### src/rtl/dmem_pkg.sv
// Shared types and constants for the multi-cycle data-memory responder.
package dmem_pkg;

  typedef enum logic [1:0] {
    IDLE,
    WAIT,
    RESP
  } state_e;

  localparam logic SIZE_BYTE = 1'b0;
  localparam logic SIZE_HALF = 1'b1;

  localparam int CNT_W = 4;

  typedef struct packed {
    logic        write;
    logic        size;
    logic        zext;
    logic [15:0] addr;
    logic [15:0] wdata;
  } req_t;

endpackage

### src/rtl/dmem_if.sv
// MEM-stage request/response bundle between the CPU and the data memory.
interface dmem_if;

  logic        req_valid;
  logic        req_write;
  logic        req_size;
  logic        req_zext;
  logic [15:0] req_addr;
  logic [15:0] req_wdata;
  logic        req_ready;
  logic        rsp_valid;
  logic [15:0] rsp_rdata;
  logic        rsp_err;
  logic        stall;

  modport master (
    output req_valid,
    output req_write,
    output req_size,
    output req_zext,
    output req_addr,
    output req_wdata,
    input  req_ready,
    input  rsp_valid,
    input  rsp_rdata,
    input  rsp_err,
    input  stall
  );

  modport slave (
    input  req_valid,
    input  req_write,
    input  req_size,
    input  req_zext,
    input  req_addr,
    input  req_wdata,
    output req_ready,
    output rsp_valid,
    output rsp_rdata,
    output rsp_err,
    output stall
  );

endinterface

### src/rtl/dmem_lane_merge.sv
// Byte-lane write merge and read-lane extraction for a 16-bit word.
module dmem_lane_merge
  import dmem_pkg::*;
(
  input  logic [15:0] old_word,
  input  logic [15:0] wdata,
  input  logic        size,
  input  logic        lane,
  input  logic        zext,
  output logic [15:0] wr_word,
  output logic [15:0] rd_data
);

  logic [7:0]  byte_v;
  logic [15:0] ext_v;

  always_comb begin
    byte_v = lane ? old_word[15:8] : old_word[7:0];
    ext_v  = zext ? {8'h00, byte_v}
                  : {{8{byte_v[7]}}, byte_v};
  end

  always_comb begin
    wr_word = old_word;
    rd_data = '0;
    unique case ({size, lane})
      {SIZE_BYTE, 1'b0}: begin
        wr_word = {old_word[15:8], wdata[7:0]};
        rd_data = ext_v;
      end
      {SIZE_BYTE, 1'b1}: begin
        wr_word = {wdata[7:0], old_word[7:0]};
        rd_data = ext_v;
      end
      default: begin
        wr_word = wdata;
        rd_data = old_word;
      end
    endcase
  end

endmodule

### src/rtl/dmem_target.sv
// Word-organised 16-bit data memory with byte/half access and wait states.
module dmem_target
  import dmem_pkg::*;
#(
  parameter int DEPTH_WORDS = 256,
  parameter int WAIT_STATES = 2
) (
  input logic   clock,
  input logic   reset,
  dmem_if.slave bus
);

  localparam int AW =
    (DEPTH_WORDS > 1) ? $clog2(DEPTH_WORDS) : 1;

  state_e state_q;
  state_e state_d;

  logic [CNT_W-1:0] cnt_q;
  logic [CNT_W-1:0] cnt_d;

  req_t req_q;
  req_t live;
  req_t cur;

  logic [15:0] mem [DEPTH_WORDS];

  logic          accept;
  logic          commit;
  logic          err;
  logic          do_write;
  logic [AW-1:0] idx;
  logic [15:0]   old_word;
  logic [15:0]   wr_word;
  logic [15:0]   rd_data;

  logic        rsp_valid_q;
  logic [15:0] rsp_rdata_q;
  logic        rsp_err_q;

  assign live = '{
    write: bus.req_write,
    size:  bus.req_size,
    zext:  bus.req_zext,
    addr:  bus.req_addr,
    wdata: bus.req_wdata
  };

  // With zero wait states the access commits on the accepting edge,
  // before the latched copy exists, so decode from the live inputs.
  assign cur = (state_q == IDLE) ? live : req_q;

  assign accept = (state_q == IDLE) && bus.req_valid;
  assign idx = cur.addr[AW:1];
  assign old_word = mem[idx];

  assign err =
    ({1'b0, cur.addr[15:1]} >= 16'(DEPTH_WORDS)) ||
    ((cur.size == SIZE_HALF) && cur.addr[0]);

  assign do_write = commit && cur.write && !err;

  dmem_lane_merge u_lane (
    .old_word (old_word),
    .wdata    (cur.wdata),
    .size     (cur.size),
    .lane     (cur.addr[0]),
    .zext     (cur.zext),
    .wr_word  (wr_word),
    .rd_data  (rd_data)
  );

  always_comb begin
    state_d = state_q;
    cnt_d   = cnt_q;
    commit  = 1'b0;
    unique case (state_q)
      IDLE: begin
        if (bus.req_valid) begin
          cnt_d = CNT_W'(WAIT_STATES);
          if (WAIT_STATES == 0) begin
            commit  = 1'b1;
            state_d = RESP;
          end else begin
            state_d = WAIT;
          end
        end
      end
      WAIT: begin
        cnt_d = cnt_q - CNT_W'(1);
        if (cnt_q == CNT_W'(1)) begin
          commit  = 1'b1;
          state_d = RESP;
        end
      end
      RESP: state_d = IDLE;
      default: state_d = IDLE;
    endcase
  end

  always_ff @(posedge clock or negedge reset) begin
    if (!reset) begin
      state_q     <= IDLE;
      cnt_q       <= '0;
      req_q       <= '0;
      rsp_valid_q <= 1'b0;
      rsp_rdata_q <= '0;
      rsp_err_q   <= 1'b0;
    end else begin
      state_q     <= state_d;
      cnt_q       <= cnt_d;
      rsp_valid_q <= commit;
      rsp_err_q   <= commit && err;
      rsp_rdata_q <= (commit && !err && !cur.write)
                   ? rd_data : 16'h0000;
      if (accept) begin
        req_q <= live;
      end
    end
  end

  // Storage carries no reset; contents are undefined until written.
  always_ff @(posedge clock) begin
    if (do_write) begin
      mem[idx] <= wr_word;
    end
  end

  assign bus.req_ready = (state_q == IDLE);
  assign bus.stall     = accept || (state_q == WAIT);
  assign bus.rsp_valid = rsp_valid_q;
  assign bus.rsp_rdata = rsp_rdata_q;
  assign bus.rsp_err   = rsp_err_q;

endmodule

### src/flat_wrapper.sv
// flat-port wrapper written by rule: the top's interface ports become plain ports
module dmem_target_flat import dmem_pkg::*;
#(
  parameter int DEPTH_WORDS = 256,
  parameter int WAIT_STATES = 2
)
  (clock, reset, bus_req_valid, bus_req_write, bus_req_size, bus_req_zext, bus_req_addr, bus_req_wdata, bus_req_ready, bus_rsp_valid, bus_rsp_rdata, bus_rsp_err, bus_stall);
  dmem_if bus_i ();
  input logic clock;
  input logic reset;
  input wire logic [$bits(bus_i.req_valid)-1:0] bus_req_valid;
  input wire logic [$bits(bus_i.req_write)-1:0] bus_req_write;
  input wire logic [$bits(bus_i.req_size)-1:0] bus_req_size;
  input wire logic [$bits(bus_i.req_zext)-1:0] bus_req_zext;
  input wire logic [$bits(bus_i.req_addr)-1:0] bus_req_addr;
  input wire logic [$bits(bus_i.req_wdata)-1:0] bus_req_wdata;
  output wire logic [$bits(bus_i.req_ready)-1:0] bus_req_ready;
  output wire logic [$bits(bus_i.rsp_valid)-1:0] bus_rsp_valid;
  output wire logic [$bits(bus_i.rsp_rdata)-1:0] bus_rsp_rdata;
  output wire logic [$bits(bus_i.rsp_err)-1:0] bus_rsp_err;
  output wire logic [$bits(bus_i.stall)-1:0] bus_stall;
  assign bus_i.req_valid = bus_req_valid;
  assign bus_i.req_write = bus_req_write;
  assign bus_i.req_size = bus_req_size;
  assign bus_i.req_zext = bus_req_zext;
  assign bus_i.req_addr = bus_req_addr;
  assign bus_i.req_wdata = bus_req_wdata;
  assign bus_req_ready = bus_i.req_ready;
  assign bus_rsp_valid = bus_i.rsp_valid;
  assign bus_rsp_rdata = bus_i.rsp_rdata;
  assign bus_rsp_err = bus_i.rsp_err;
  assign bus_stall = bus_i.stall;
  dmem_target #(.DEPTH_WORDS(DEPTH_WORDS), .WAIT_STATES(WAIT_STATES)) u_core (.clock(clock), .reset(reset), .bus(bus_i));
endmodule
### config.mk
export PLATFORM = sky130hd
export DESIGN_NAME = dmem_target_flat
export DESIGN_NICKNAME = d
export VERILOG_FILES = /design/src/rtl/dmem_pkg.sv /design/src/rtl/dmem_if.sv /design/src/rtl/dmem_lane_merge.sv /design/src/rtl/dmem_target.sv /design/src/flat_wrapper.sv
export SDC_FILE = /design/constraint.sdc
export NUM_CORES = 2
export LEC_CHECK = 0
export CELL_PAD_IN_SITES_DETAIL_PLACEMENT = 1
export CELL_PAD_IN_SITES_GLOBAL_PLACEMENT = 2
export CORE_ASPECT_RATIO = 1.75
export CORE_MARGIN = 1
export CORE_UTILIZATION = 48
export DETAILED_ROUTE_END_ITERATION = 8
export PLACE_DENSITY = 0.88
export RECOVER_POWER = 50
export SLEW_MARGIN = 20
export SYNTH_ARGS = -nofsm -noshare
export SYNTH_HDL_FRONTEND = slang
export SYNTH_SLANG_ARGS = --single-unit
### constraint.sdc
create_clock -name clock -period 18.1 [get_ports clock]
set_input_delay 2.715 -clock clock [delete_from_list [all_inputs] [get_ports clock]]
set_output_delay 2.715 -clock clock [all_outputs]
set_load 0.01 [all_outputs]
==> flow_summary.ini <==
[synthesis]
synth-seq-cells = 4155
ys_types = 48
synth_nets = 8876
syn_avg_cell_area_sq_um = 17.10
synth.area.top_cells = edfxtp_1 81%, o22ai_1 8.5%, o21ai_0 3.4%
syn_inst = 8836
synth_common_cells = 4096 x edfxtp_1, 2053 x o22ai_1, 1039 x o21ai_0
async_reset_ff_frac = 0.01420
synth_top_area_share = 0.8139
synth_top_flop_cell = edfxtp_1
synth_edf_count = 4096
ys_warn_count = 0
yosysTopAreaCell = edfxtp_1
ys_seq_area_frac = 0.8237
yosysMostFrequentCell = edfxtp_1
synthesis.area_sq_um = 151100

[pwr]
seq_power_share = 0.435
switchingPower_mw = 12.75
power_leakage_nw = 49.81
p_int_mw = 20.63
p_per_area_nw_per_um2 = 198.0
ir_drop_mv = 0.4704
pwr-share-comb = 0.336
pwr-share-clk = 0.229
swShare = 0.3820

[clocking]
cts_max_path_buffers = 4
htreeDepth = 5
cts-buffers-inserted = 334
cts_num_sinks = 4155
cts.repair.resized = 0
cts_tree = yes
cts_setup_buffers = 0
clkTransAtPathRegs_ns = 0.07
clk_latency_ns = 0.96
cts_hold_buf = 0
cts_root_buf = clkbuf_16

[setup_path]
cpMostUsedCell = buf_4
path_cells = clkdlybuf4s50_1 > nand2b_1 > mux2_8 > buf_4 > buf_12 > o22ai_1 > o21ai_0 > a41oi_1 > o21ai_0 > buf_4 > nand3_1 > or2_2 > o221ai_4 > buf_4 > buf_4 > buf_4
crit_path_start_kind = primary input
critPathArrivalTime_ns = 11.12
r2r_slack_ns = 7.86
endpoint_kind = flip-flop
critPathSlowestCell = o21ai_0
slowest_delay_ns = 1.08
worstPathMaxFanout = 116
cp.required_ns = 18.71
critPathKind = in2reg

[route]
wl_per_cell_um = 39.50
first_pass_iters = 9
drt_first_iter_violations = 14130
via_count = 96700
antenna_left = 0
drc = 0
wl_um = 531100
vias_per_cell = 7.191

[global_routing]
grt_pass1_wl_um = 733000
track_usage = 0.3267
antenna_found_initial = 31
grt_max_degree = 257
grt_pass1_vias = 99100
gr-total-overflow = 0

[run_status]
outcome = finished with violations
failed_checks = max-capacitance violations, max-slew violations

[placement]
dp_hpwl_um = 295500
portBuffers = 57
place.gp.congestion = 0.9144

[layout]
drive_above_1_share = 0.08674
fin_util = 0.5379
areaGrowthSynthToFinish_pct = 11.57
final_nets = 9086

[floorplanning]
rows = 272
start_util = 0.4821
die_h_um = 744.3
ios = 58
coreArea_sq_um = 313400
die-area_sq_um = 317200
die_w_um = 426.1

[sta]
period_needed_ns = 10.51
fin_tns_setup_ns = 0
setup_viol = 0
worst_pin_slew_ns = 3.173
fmax_mhz = 95.11
rsz0062_at_grt = false
slew_headroom = -1.115
skew_ns = 0.07403
slew_viol_final = 2810
post-route-period-util = 0.5809
finalHoldViolCount = 0

[hold_path]
hp-class = reg2reg

[job]
maxCapViolCount = 167
==> cells in the final DEF (no fill, tap or decap), drive strengths merged, types with 36 or more instances in the layout <==
cell / Yosys / routed
a41oi: 244 / 244
buf: 445 / 218
bufinv: 0 / 44
clkbuf: 205 / 644
clkdlybuf4s50: 0 / 36
clkinv: 0 / 136
dfrtp: 59 / 59
edfxtp: 4096 / 4096
nand2: 147 / 147
nand3: 42 / 42
nor2: 272 / 272
o21ai: 1056 / 1056
o22ai: 2053 / 2053
==> power by group through the flow <==
stage | logic (mW) | registers [mW] | clock network [mW]
4_1_cts | 10.8 | 14.5 | 7.63
3_5_place_dp | 10.6 | 14.7 | 0
2_1_floorplan | 5.56 | 17.0 | 0
6_report | 11.2 | 14.5 | 7.64
3_3_place_gp | 9.88 | 14.7 | 0
5_1_grt | 11.4 | 14.5 | 7.87
==> kinds of logic (layout without fill, tap and decap cells) <==
kind of cell | after synthesis | in the layout | synth area share
AO/OA/AOI/OAI | 3429 | 3429 | 0.1382
XOR/XNOR | 1 | 1 | 0.00005797
multiplexers | 19 | 19 | 0.001283
AND/OR/NAND/NOR | 571 | 571 | 0.01634
flip-flops | 4155 | 4155 | 0.8237
other | 0 | 21 | 0
buffers and inverters | 659 | 1138 | 0.02025
adder cells (fa/ha/maj) | 2 | 2 | 0.0001656
==> layer usage <==
metal / track usage / part of all wire / wire length (um) / vias up
li1: - / - / - / 37330
met1: 0.3591 / 0.31 / 164900 / 48970
met2: 0.5311 / 0.48 / 253500 / 8104
met3: 0.07644 / 0.11 / 58530 / 2274
met4: 0.2851 / 0.10 / 54060 / 20
met5: 0 / 0.00029 / 153 / -
==> worst max-delay path, delay by kind of cell <==
family                 cells  cell delay (ns)
muxes                      1             0.68
AOI/OAI and AO/OA          5             2.58
buffers and inverters      7             4.08
and+or+nand+nor            3             0.66
==> state kept, by name, summed over array words and instances (netlist names) <==
signal and flops:
u_core.cnt_q 4, u_core.bus.rsp_err 1, u_core.mem 4096, u_core.bus.rsp_valid 1, u_core.bus.rsp_rdata 16, u_core.state_q 2
u_core.req_q 35
==> final cells by class <==
class,count,area [sq um]
diodes,21,52.55
clock buffers,394,8753
clock inverters,211,2308
fillers,28550,144800
inverters,9,33.78
multi-input cells,4022,24330
flip-flops and latches,4155,124500
well taps,4110,5142
repair buffers,524,3496
==> path summary, 6_finish.rpt <==
kind                                    from             endpoint  cells after the start
min                         u_core.req_q[34]     u_core.req_q[34]                      2
min in group asynchronous              reset      u_core.req_q[2]                      1
max                          bus_req_addr[1]   u_core.mem[213][8]                     16
min reg2reg                 u_core.req_q[34]     u_core.req_q[34]                      2
max in group asynchronous              reset      u_core.cnt_q[0]                      2
max reg2reg                u_core.state_q[0]  u_core.mem[209][13]                     16
==> metrics by stage <==
step                power (mW)  setup WS (ns)  cells  instance area [sq um]  hold WS [ns]
detailed placement       25.32          6.944  12810                 158400        0.4659
global placement         24.58          6.542  12810                 158200        0.4585
CTS                      32.92          7.896  13420                 169500        0.4833
floorplan                22.52          2.437   8836                 151100        0.4450
global route             33.80          7.620  13430                 168600        0.5137
finish                   33.39          7.585  13450                 168600        0.4816
No activity file was read; power rests on OpenSTA's default activity.
